$ cat config.mk
export PLATFORM = sky130hd
export DESIGN_NAME = fpu_result_writeback
export DESIGN_NICKNAME = d
export VERILOG_FILES = /design/src/rtl/fpu_result_writeback.sv
export SDC_FILE = /design/constraint.sdc
export NUM_CORES = 1
export LEC_CHECK = 0
export CAP_MARGIN = 15
export CORE_UTILIZATION = 58
export CTS_CLUSTER_DIAMETER = 60
export CTS_CLUSTER_SIZE = 12
export DETAILED_ROUTE_END_ITERATION = 7
export PLACE_DENSITY = 0.94
export SYNTH_ARGS = -nofsm -noshare
export SYNTH_HDL_FRONTEND = slang
export SYNTH_SLANG_ARGS = --single-unit
export TNS_END_PERCENT = 5
$ cat constraint.sdc
create_clock -name clk -period 5 [get_ports clk]
set_input_delay 0.5 -clock clk [delete_from_list [all_inputs] [get_ports clk]]
set_output_delay 0.5 -clock clk [all_outputs]
set_load 0.03 [all_outputs]
$ cat src/rtl/fpu_result_writeback.sv
// In-order result/flag queue between single-cycle FPU datapaths and the register-file write port.
// Optional macro FPU_NANBOX_EN: NaN-box single-precision results (bits [63:32] forced to all ones) on capture.
module fpu_result_writeback #(
    parameter int DEPTH = 4,
    parameter int TAG_W = 5
) (
    input  logic                       clk,
    input  logic                       rst_n,
    input  logic                       in_valid,
    output logic                       in_ready,
    input  logic [63:0]                in_result,
    input  logic                       in_is_double,
    input  logic [TAG_W-1:0]           in_tag,
    input  logic                       in_flag_invalid,
    input  logic                       in_flag_overflow,
    input  logic                       in_flag_underflow,
    input  logic                       in_flag_inexact,
    output logic                       out_valid,
    input  logic                       out_ready,
    output logic [63:0]                out_result,
    output logic                       out_is_double,
    output logic [TAG_W-1:0]           out_tag,
    output logic [3:0]                 out_flags,
    input  logic                       fflags_clr,
    output logic [3:0]                 fflags,
    output logic [$clog2(DEPTH):0]     count
);

    localparam int PW = $clog2(DEPTH);
    localparam int CW = PW + 1;

    typedef struct packed {
        logic [63:0]      result;
        logic             is_double;
        logic [TAG_W-1:0] tag;
        logic [3:0]       flags;
    } entry_t;

    entry_t          mem [DEPTH];
    entry_t          wr_entry;
    entry_t          head;
    logic [PW-1:0]   wp;
    logic [PW-1:0]   rp;
    logic            push;
    logic            pop;

    // Handshake: a transfer happens on an edge where valid & ready are both high; valid never
    // waits on ready, and in_ready depends only on registered occupancy (no path from out_ready).
    assign in_ready  = (count != CW'(DEPTH));
    assign out_valid = (count != '0);
    assign push      = in_valid & in_ready;
    assign pop       = out_valid & out_ready;

    always_comb begin
        wr_entry.result    = in_result;
        wr_entry.is_double = in_is_double;
        wr_entry.tag       = in_tag;
        wr_entry.flags     = {in_flag_invalid, in_flag_overflow, in_flag_underflow, in_flag_inexact};
`ifdef FPU_NANBOX_EN
        if (!in_is_double) begin
            wr_entry.result = {32'hFFFF_FFFF, in_result[31:0]};
        end
`else
        wr_entry.result = in_result;
`endif
    end

    // Storage has no reset: only slots between rp and wp are ever presented.
    always_ff @(posedge clk) begin
        if (push) begin
            mem[wp] <= wr_entry;
        end
    end

    assign head          = mem[rp];
    assign out_result    = head.result;
    assign out_is_double = head.is_double;
    assign out_tag       = head.tag;
    assign out_flags     = head.flags;

    always_ff @(posedge clk) begin
        if (!rst_n) begin
            wp     <= '0;
            rp     <= '0;
            count  <= '0;
            fflags <= '0;
        end else begin
            if (push) begin
                wp <= wp + PW'(1);
            end
            if (pop) begin
                rp <= rp + PW'(1);
            end
            case ({push, pop})
                2'b10:   count <= count + CW'(1);
                2'b01:   count <= count - CW'(1);
                default: count <= count;
            endcase
            // Flags become architectural only when their entry retires.
            fflags <= (fflags_clr ? 4'b0 : fflags) | (pop ? out_flags : 4'b0);
        end
    end

endmodule

==> impl_metrics.env, run 1 <==
export IMPL_core_um2=18890
export IMPL_wl_per_cell_um=22.52
export IMPL_nFillCells=1072
export IMPL_cp_slowest_stage_delay_ps=780
export IMPL_final_area_um2=13980
export IMPL_rows=50
export IMPL_synth_top_flop_cell="edfxtp_1"
export IMPL_critical_path_slowest_cell="dfxtp_4"
export IMPL_period_needed_ps=3449
export IMPL_status="complete, no violations"
export IMPL_p_leak_nw=4.389
export IMPL_worstPathRequired_ps=4500
export IMPL_synth_cell_area_um2=11270
export IMPL_crit_fanout=44
export IMPL_timing_final_crit_share_pct=68.99
export IMPL_grt_setup_unrepaired="false"
export IMPL_syn_avg_cell_area_um2=25.15
export IMPL_htree_levels=1
export IMPL_place_detailed_hpwl_um=11790
export IMPL_clk_latency_ps=520
export IMPL_syn2layout_area_growth_pct=24.09
export IMPL_crit_type="register to output port"
export IMPL_hold_violations=0
export IMPL_clkTransAtPathRegs_ps=60
export IMPL_path_cells="buf_12 -> mux4_2 -> clkdlybuf4s50_1"
export IMPL_postSynthCellCount=448
export IMPL_clock_sinks=309
export IMPL_ir_drop_v=0.0004828
export IMPL_r2r_cells=8
export IMPL_post_cts_buffers=0
export IMPL_slew_viol_final=0
export IMPL_postSynth_asyncResetShare_pct=0
export IMPL_powerDensity_nw_per_um2=523.8
export IMPL_end_kind="output port"
export IMPL_dr_pass1_iters=4
export IMPL_setup_viol=0
export IMPL_drt_initial_drc_count=276
export IMPL_initial_core_util_pct=59.64
export IMPL_grt_antenna_before_repair=1
export IMPL_synth_edf_count=296
export IMPL_yosysTopAreaCell="edfxtp_1"
export IMPL_synthTopCellsByCount="edfxtp_1, mux4_2, dfxtp_1"
export IMPL_fmax_ghz=0.2899
export IMPL_place_gp_congestion=0.7513
export IMPL_synth_nets=533
export IMPL_cts_hold_buf=0
export IMPL_worstHoldPathCells=1
export IMPL_drcViolationCount=0
export IMPL_skew_ps=8.717
export IMPL_track_usage_pct=20.79
export IMPL_drive_gt1_share_pct=17.49
export IMPL_synth_cell_types=27
export IMPL_nets=709
export IMPL_worstMarginPinSlew_ps=1129
export IMPL_hold_class="register to register"
export IMPL_root_buffer="clkbuf_16"
export IMPL_cap_violations=0
export IMPL_grt_max_degree=75
export IMPL_viasPerCell=5.799
export IMPL_first_global_vias=5594
export IMPL_setup_tns_ps=0
export IMPL_die_h_um=141.4
export IMPL_clockBufferDepth=3
export IMPL_post_dp_cell_area_um2=13130
export IMPL_synth_seq_cells=309
export IMPL_layout_setup_ws_ps=1551
export IMPL_drt_total_wl_um=20420
export IMPL_dpl_worst_slack_ps=2029
export IMPL_slew_headroom_pct=24.72
export IMPL_synth_most_common_cell="edfxtp_1"
export IMPL_overflow=0
export IMPL_seq_area_frac_synth_pct=81.20
export IMPL_vias=5260
export IMPL_cts_buffers=29
export IMPL_cts_tree="done"
export IMPL_cp_start_kind="register"
export IMPL_grt_first_pass_wirelength_um=31000
export IMPL_crit_arrival_ps=2950
export IMPL_fp_dieW_um=141.4
export IMPL_port_buffers=161
export IMPL_netlist_area_leader_share_pct=78.89
export IMPL_drt_antenna_violating_nets=0
export IMPL_ioPinCount=162
export IMPL_synthTopCellsByArea="edfxtp_1, mux4_2, dfxtp_1"
export IMPL_yosys_warnings=0
export IMPL_die_area_um2=19990
export IMPL_postCtsResizedCells=0
## metal layers
metal / GRT usage [%] / up-vias / part of all wire [%]
met5: 0 / - / 0
met1: 28.25 / 2748 / 42
met2: 35.30 / 200 / 51
li1: - / 2272 / -
met3: 3.746 / 40 / 5.6
met4: 5.659 / 0 / 2.1
## cell families after synthesis
| kind of cell | share of synthesized area [%] |
|---|---|
| flip-flops | 81.20 |
| multiplexers | 14.79 |
| buffers and inverters | 1.277 |
| AND/OR/NAND/NOR | 0.7884 |
| AO/OA/AOI/OAI | 0.8994 |
| adder cells (fa/ha/maj) | 0.7329 |
| XOR/XNOR | 0.3110 |
## area by class of cell
cell class / count / area, um^2 / share of cell area, %
Clock inverter: 1 / 5.005 / 0.03580
Clock buffer: 52 / 812.0 / 5.808
Timing Repair Buffer: 163 / 1659 / 11.87
Inverter: 7 / 26.28 / 0.1879
Multi-Input combinational cell: 114 / 1994 / 14.27
Sequential cell: 309 / 9156 / 65.49
Antenna cell: 1 / 2.502 / 0.01790
Tap cell: 260 / 325.3 / 2.327
## critical path: cells and delay by family, from the launching register on
kind,cells,cell delay (ps)
buf+inv,2,1040
flops,1,780
mux,1,590
## placed cells by master (no fill, tap or decap), drive strengths merged, types with 2 or more instances in the layout
master | netlist | layout
clkbuf | 1 | 52
or3 | 2 | 2
a32o | 4 | 4
inv | 7 | 7
mux4 | 74 | 74
xor2 | 3 | 3
and3 | 4 | 4
a21oi | 4 | 4
edfxtp | 296 | 296
ha | 5 | 5
nor2 | 6 | 6
dfxtp | 13 | 13
nand3 | 2 | 2
clkdlybuf4s50 | 0 | 161
buf | 17 | 2
a21o | 2 | 2
## sequential cells by signal, indices dropped and copies added (netlist names), named ones only
register and count:
count 3, fflags 4, mem 296, rp 2
wp 2
## final timing paths
kind	startpoint	end	slack (ps)
worst max-delay path	register	out_result[54]	1550
worst min-delay path	fflags[1]$_SDFF_PN0_	fflags[1]$_SDFF_PN0_	520
worst max register to register	count[2]$_SDFFE_PN0P_	count[2]$_SDFFE_PN0P_	2500
worst min register to register	fflags[1]$_SDFF_PN0_	fflags[1]$_SDFF_PN0_	520
## where the power goes
part	switching (mW)	internal (mW)	leakage (nW)
Clock	0.843	1.08	0.388
Sequential	0.174	3.09	2.82
Combinational	1.13	1.00	1.18
Total	2.14	5.18	4.39
## per-stage QoR
stage          util (%)  std cells  total power [mW]  hold WS [ps]
3_5_place_dp      69.52        852             5.466         509.1
2_1_floorplan         -        448             4.652         484.7
5_1_grt           74.00        907             7.593         539.0
3_3_place_gp      69.52        852             5.397         482.0
4_1_cts           73.84        905             7.388         523.9
6_report          74.00        907             7.323         524.2
(Power assumes the default switching activity.)
==> inputs of run 2 (changes only) <==
Settings changed: CORE_UTILIZATION 58 to 54, PLACE_DENSITY 0.94 to 0.89.
Clock period 5 ns to 3.3 ns, I/O delays scaled along.
==> impl_metrics.env, run 2 (synthesis gave the netlist of run 1 again) <==
export IMPL_status="complete, no violations"
export IMPL_viasPerCell=5.684
export IMPL_setup_tns_ps=0
export IMPL_r2r_cells=8
export IMPL_root_buffer="clkbuf_16"
export IMPL_dp_cells=877
export IMPL_crit_arrival_ps=2640
export IMPL_clkTransAtPathRegs_ps=60
export IMPL_crit_fanout=73
export IMPL_clk_latency_ps=530
export IMPL_initial_core_util_pct=55.33
export IMPL_drcViolationCount=0
export IMPL_cts_hold_buf=0
export IMPL_postCtsResizedCells=0
export IMPL_rows=52
export IMPL_place_gp_congestion=0.7432
export IMPL_powerDensity_nw_per_um2=790.5
export IMPL_grt_max_degree=74
export IMPL_grt_first_pass_wirelength_um=33980
export IMPL_vias=5292
export IMPL_cp_start_kind="register"
export IMPL_reg_top3="mem: 296 flops, fflags: 4 flops, count: 3 flops"
export IMPL_post_cts_buffers=0
export IMPL_fp_dieW_um=146.4
export IMPL_cap_violations=0
export IMPL_fin_cells=931
export IMPL_nFillCells=1181
export IMPL_fmax_ghz=0.3367
export IMPL_drt_total_wl_um=21700
export IMPL_core_um2=20360
export IMPL_place_detailed_hpwl_um=13330
export IMPL_htree_levels=1
export IMPL_clock_sinks=309
export IMPL_worstPathRequired_ps=2970
export IMPL_first_global_vias=5913
export IMPL_drt_initial_drc_count=339
export IMPL_syn2layout_area_growth_pct=25.25
export IMPL_dr_pass1_iters=4
export IMPL_crit_type="register to output port"
export IMPL_ioPinCount=162
export IMPL_setup_viol=0
export IMPL_path_cells="buf_12 -> mux4_2 -> clkdlybuf4s50_1"
export IMPL_ir_drop_v=0.0006387
export IMPL_largest_reg_flops=296
export IMPL_worstHoldPathCells=1
export IMPL_slew_viol_final=0
export IMPL_crit_family="buffers and inverters"
export IMPL_track_usage_pct=21.17
export IMPL_top_register="mem"
export IMPL_hold_violations=0
export IMPL_wl_per_cell_um=23.30
export IMPL_skew_ps=19.67
export IMPL_final_common_cell="edfxtp_1"
export IMPL_overflow=0
export IMPL_die_area_um2=21450
export IMPL_end_kind="output port"
export IMPL_cts_buffers=29
export IMPL_drt_antenna_violating_nets=0
export IMPL_die_h_um=146.4
export IMPL_p_leak_nw=4.468
export IMPL_drive_gt1_share_pct=19.24
export IMPL_worstSetupPathDepth=3
export IMPL_cp_buffers_inverters=2
export IMPL_hold_class="input pin to register"
export IMPL_cp_slowest_stage_delay_ps=630
export IMPL_worstMarginPinSlew_ps=595.2
export IMPL_nets=723
export IMPL_final_cell_mix="edfxtp_1, clkdlybuf4s50_1, mux4_2, clkbuf_16, clkbuf_1"
export IMPL_port_buffers=161
export IMPL_clockBufferDepth=3
export IMPL_grt_antenna_before_repair=1
export IMPL_slew_headroom_pct=60.32
export IMPL_period_needed_ps=2970
export IMPL_cts_tree="done"
export IMPL_critical_path_slowest_cell="mux4_2"
export IMPL_timing_final_crit_share_pct=89.99
export IMPL_grt_setup_unrepaired="false"
run 2: cell types whose count changed in the layout (fill, tap and decap cells not counted):
cell,delta
buf_4,+13
buf_12,+2
buf_16,-1
clkbuf_8,+1
clkinv_2,-1
run 2: layout make-up:
| type | count | area [um^2] | area share, % |
|---|---|---|---|
| timing repair buffer | 177 | 1769 | 12.54 |
| tap | 270 | 337.8 | 2.394 |
| clock buffer | 53 | 825.8 | 5.852 |
| multi-input combinational | 114 | 1994 | 14.13 |
| sequential | 309 | 9156 | 64.88 |
| antenna | 1 | 2.502 | 0.01773 |
| inverter | 7 | 26.28 | 0.1862 |
run 2: final timing paths:
path / slack, ps / from / to
max: 330 / register / out_flags[1]
max reg2reg: 820 / count[2]$_SDFFE_PN0P_ / count[2]$_SDFFE_PN0P_
min: 430 / in_result[55] / mem[3][65]$_DFFE_PP_
min reg2reg: 510 / fflags[0]$_SDFF_PN0_ / fflags[0]$_SDFF_PN0_
run 2: through the flow:
step / total power, mW / utilization, % / setup slack [ps] / hold WS, ps / instance area (um^2)
2_1_floorplan: 7.049 / - / 145.2 / 428.9 / 11270
3_3_place_gp: 8.215 / 65.23 / 851.1 / 480.3 / 13280
3_5_place_dp: 8.325 / 65.23 / 829.7 / 498.4 / 13280
4_1_cts: 11.26 / 69.29 / 259.7 / 415.7 / 14110
5_1_grt: 11.56 / 69.29 / 192.1 / 426.9 / 14110
6_report: 11.16 / 69.30 / 330.3 / 425.9 / 14110
run 2: report_power, final:
part / switching (mW) / leakage [nW] / internal, mW
registers: 0.132 / 2.82 / 4.67
clock network: 1.29 / 0.392 / 1.67
logic: 1.84 / 1.25 / 1.55
run 2: metal layers:
layer	track usage (%)	vias to the layer above	wire length, um
li1	-	2290	-
met3	4.188	29	1319
met4	4.635	0	287
met2	37.71	186	11640
met1	27.10	2787	8453
met5	0	-	0
==> inputs of run 3 (changes only) <==
Settings changed: CORE_MARGIN set to 5, SLEW_MARGIN set to 5.
==> impl_metrics.env, run 3 (synthesis gave the netlist of run 1 again) <==
export IMPL_status="complete, no violations"
export IMPL_final_common_cell="edfxtp_1"
export IMPL_die_h_um=154.4
export IMPL_track_usage_pct=18.04
export IMPL_final_area_um2=14100
export IMPL_power_internal_mw=7.892
export IMPL_setup_viol=0
export IMPL_wl_per_cell_um=23.13
export IMPL_worstMarginPinSlew_ps=506.1
export IMPL_timing_final_crit_share_pct=83.03
export IMPL_r2r_end="count[2]$_SDFFE_PN0P_"
export IMPL_ioPinCount=162
export IMPL_hold_end="mem[1][19]$_DFFE_PP_"
export IMPL_viasPerCell=5.664
export IMPL_gr_usage_met3_pct=4.722
export IMPL_core_um2=20360
export IMPL_clkTransAtPathRegs_ps=60
export IMPL_worstHoldPathCells=1
export IMPL_skew_ps=10.82
export IMPL_syn2layout_area_growth_pct=25.13
export IMPL_ir_drop_v=0.0005738
export IMPL_worstSetupPathDepth=3
export IMPL_grt_first_pass_wirelength_um=33200
export IMPL_cts_buffers=29
export IMPL_sw_frac_of_total_pct=29.21
export IMPL_cp_buffers_inverters=2
export IMPL_critical_path_slowest_cell="clkdlybuf4s50_1"
export IMPL_top_register="mem"
export IMPL_crit_arrival_ps=2410
export IMPL_use_met2_pct=31.26
export IMPL_hold_violations=0
export IMPL_postCtsResizedCells=0
export IMPL_reg_top3="mem: 296 flops, fflags: 4 flops, count: 3 flops"
export IMPL_powerDensity_nw_per_um2=790.7
export IMPL_clk_latency_ps=520
export IMPL_port_buffers=161
export IMPL_grt_setup_unrepaired="false"
export IMPL_p_switching_mw=3.256
export IMPL_end_kind="output port"
export IMPL_first_global_vias=5848
export IMPL_power_frac_seq_pct=43.0
export IMPL_p_leak_nw=4.438
export IMPL_htree_levels=1
export IMPL_pwr_share_clk_pct=26.0
export IMPL_slew_viol_final=0
export IMPL_dr_pass1_iters=5
export IMPL_reg2reg_from="count[2]$_SDFFE_PN0P_"
export IMPL_path_cells="buf_12 -> mux4_2 -> clkdlybuf4s50_1"
export IMPL_crit_type="register to output port"
export IMPL_rrSetupSlack_ps=790
export IMPL_clock_sinks=309
export IMPL_top_usage_layer="met2"
export IMPL_drt_total_wl_um=21350
export IMPL_crit_fanout=39
export IMPL_post_dp_cell_area_um2=13280
export IMPL_largest_reg_flops=296
export IMPL_fp_dieW_um=154.4
export IMPL_cts_tree="done"
export IMPL_crit_family="buffers and inverters"
export IMPL_nets=716
export IMPL_drt_initial_drc_count=302
export IMPL_diodes=0
export IMPL_overflow=0
export IMPL_fmax_ghz=0.3650
export IMPL_post_cts_buffers=0
export IMPL_place_detailed_hpwl_um=13340
export IMPL_cts_hold_buf=0
export IMPL_grt_antenna_before_repair=1
export IMPL_grt_max_degree=48
export IMPL_drcViolationCount=0
export IMPL_clockBufferDepth=3
export IMPL_cp_slowest_stage_delay_ps=620
export IMPL_vias=5228
export IMPL_period_needed_ps=2740
export IMPL_drt_antenna_violating_nets=0
export IMPL_cp_start_kind="register"
export IMPL_min_delay_start="in_result[9]"
export IMPL_dp_cells=870
export IMPL_rows=52
export IMPL_final_cell_mix="edfxtp_1, clkdlybuf4s50_1, mux4_2, clkbuf_16, clkbuf_1"
export IMPL_drive_gt1_share_pct=18.38
export IMPL_fin_cells=923
export IMPL_comb_power_share_pct=31.0
export IMPL_slew_headroom_pct=66.26
export IMPL_initial_core_util_pct=55.33
export IMPL_cap_violations=0
export IMPL_die_area_um2=23850
export IMPL_place_gp_congestion=0.8128
export IMPL_root_buffer="clkbuf_16"
export IMPL_setup_tns_ps=0
export IMPL_grtUsageMet1_pct=23.17
export IMPL_worstPathRequired_ps=2970
export IMPL_hold_class="input pin to register"
export IMPL_r2r_cells=8
==> run 3: power groups by stage <==
stage	sequential, mW	combinational [mW]	clock [mW]
2_1_floorplan	4.89	2.16	0
3_3_place_gp	4.83	3.44	0
3_5_place_dp	4.87	3.48	0
4_1_cts	4.79	3.51	2.97
5_1_grt	4.81	3.64	3.16
6_report	4.79	3.46	2.90
==> run 3: metrics by stage <==
step           util, %  total power [mW]  hold WS (ps)  setup slack, ps
3_5_place_dp     65.22             8.352         498.5            853.7
2_1_floorplan        -             7.049         428.9            145.2
3_3_place_gp     65.22             8.268         482.8             1014
6_report         69.23             11.15         443.2            560.0
5_1_grt          69.23             11.61         420.0            444.7
4_1_cts          69.23             11.27         415.4            508.2
==> run 3: worst reg2reg max path, cell delays in order (launching register included) <==
cell,delay [ps]
dfxtp_1,430
or3b_1,540
nand2_1,150
ha_1,220
inv_1,70
fa_1,400
xor2_1,170
or3_1,310
a21oi_1,150
==> run 3: worst max-delay path by stage <==
stage	startpoint	end	slack, ps
floorplan	count[0]$_SDFFE_PN0P_	mem[0][0]$_DFFE_PP_	150
global placement	out_ready	count[2]$_SDFFE_PN0P_	1010
detailed placement	out_ready	count[2]$_SDFFE_PN0P_	850
CTS	register	out_result[59]	510
global route	register	out_result[59]	440
finish	register	out_result[59]	560
==> run 3: metal layers <==
layer	wire length [um]	share of wire, %	vias to the layer above
li1	-	-	2275
met1	8105	38	2702
met2	11040	52	213
met3	1781	8.3	36
met4	400	1.9	2
met5	13	0.061	-
==> run 3: area by class of cell <==
cell class                      instances  area [um^2]
Clock buffer                           52        812.0
Clock inverter                          1        5.005
Fill cell                            1182         6266
Inverter                                7        26.28
Multi-Input combinational cell        114         1994
Sequential cell                       309         9156
Tap cell                              270        337.8
Timing Repair Buffer                  170         1767
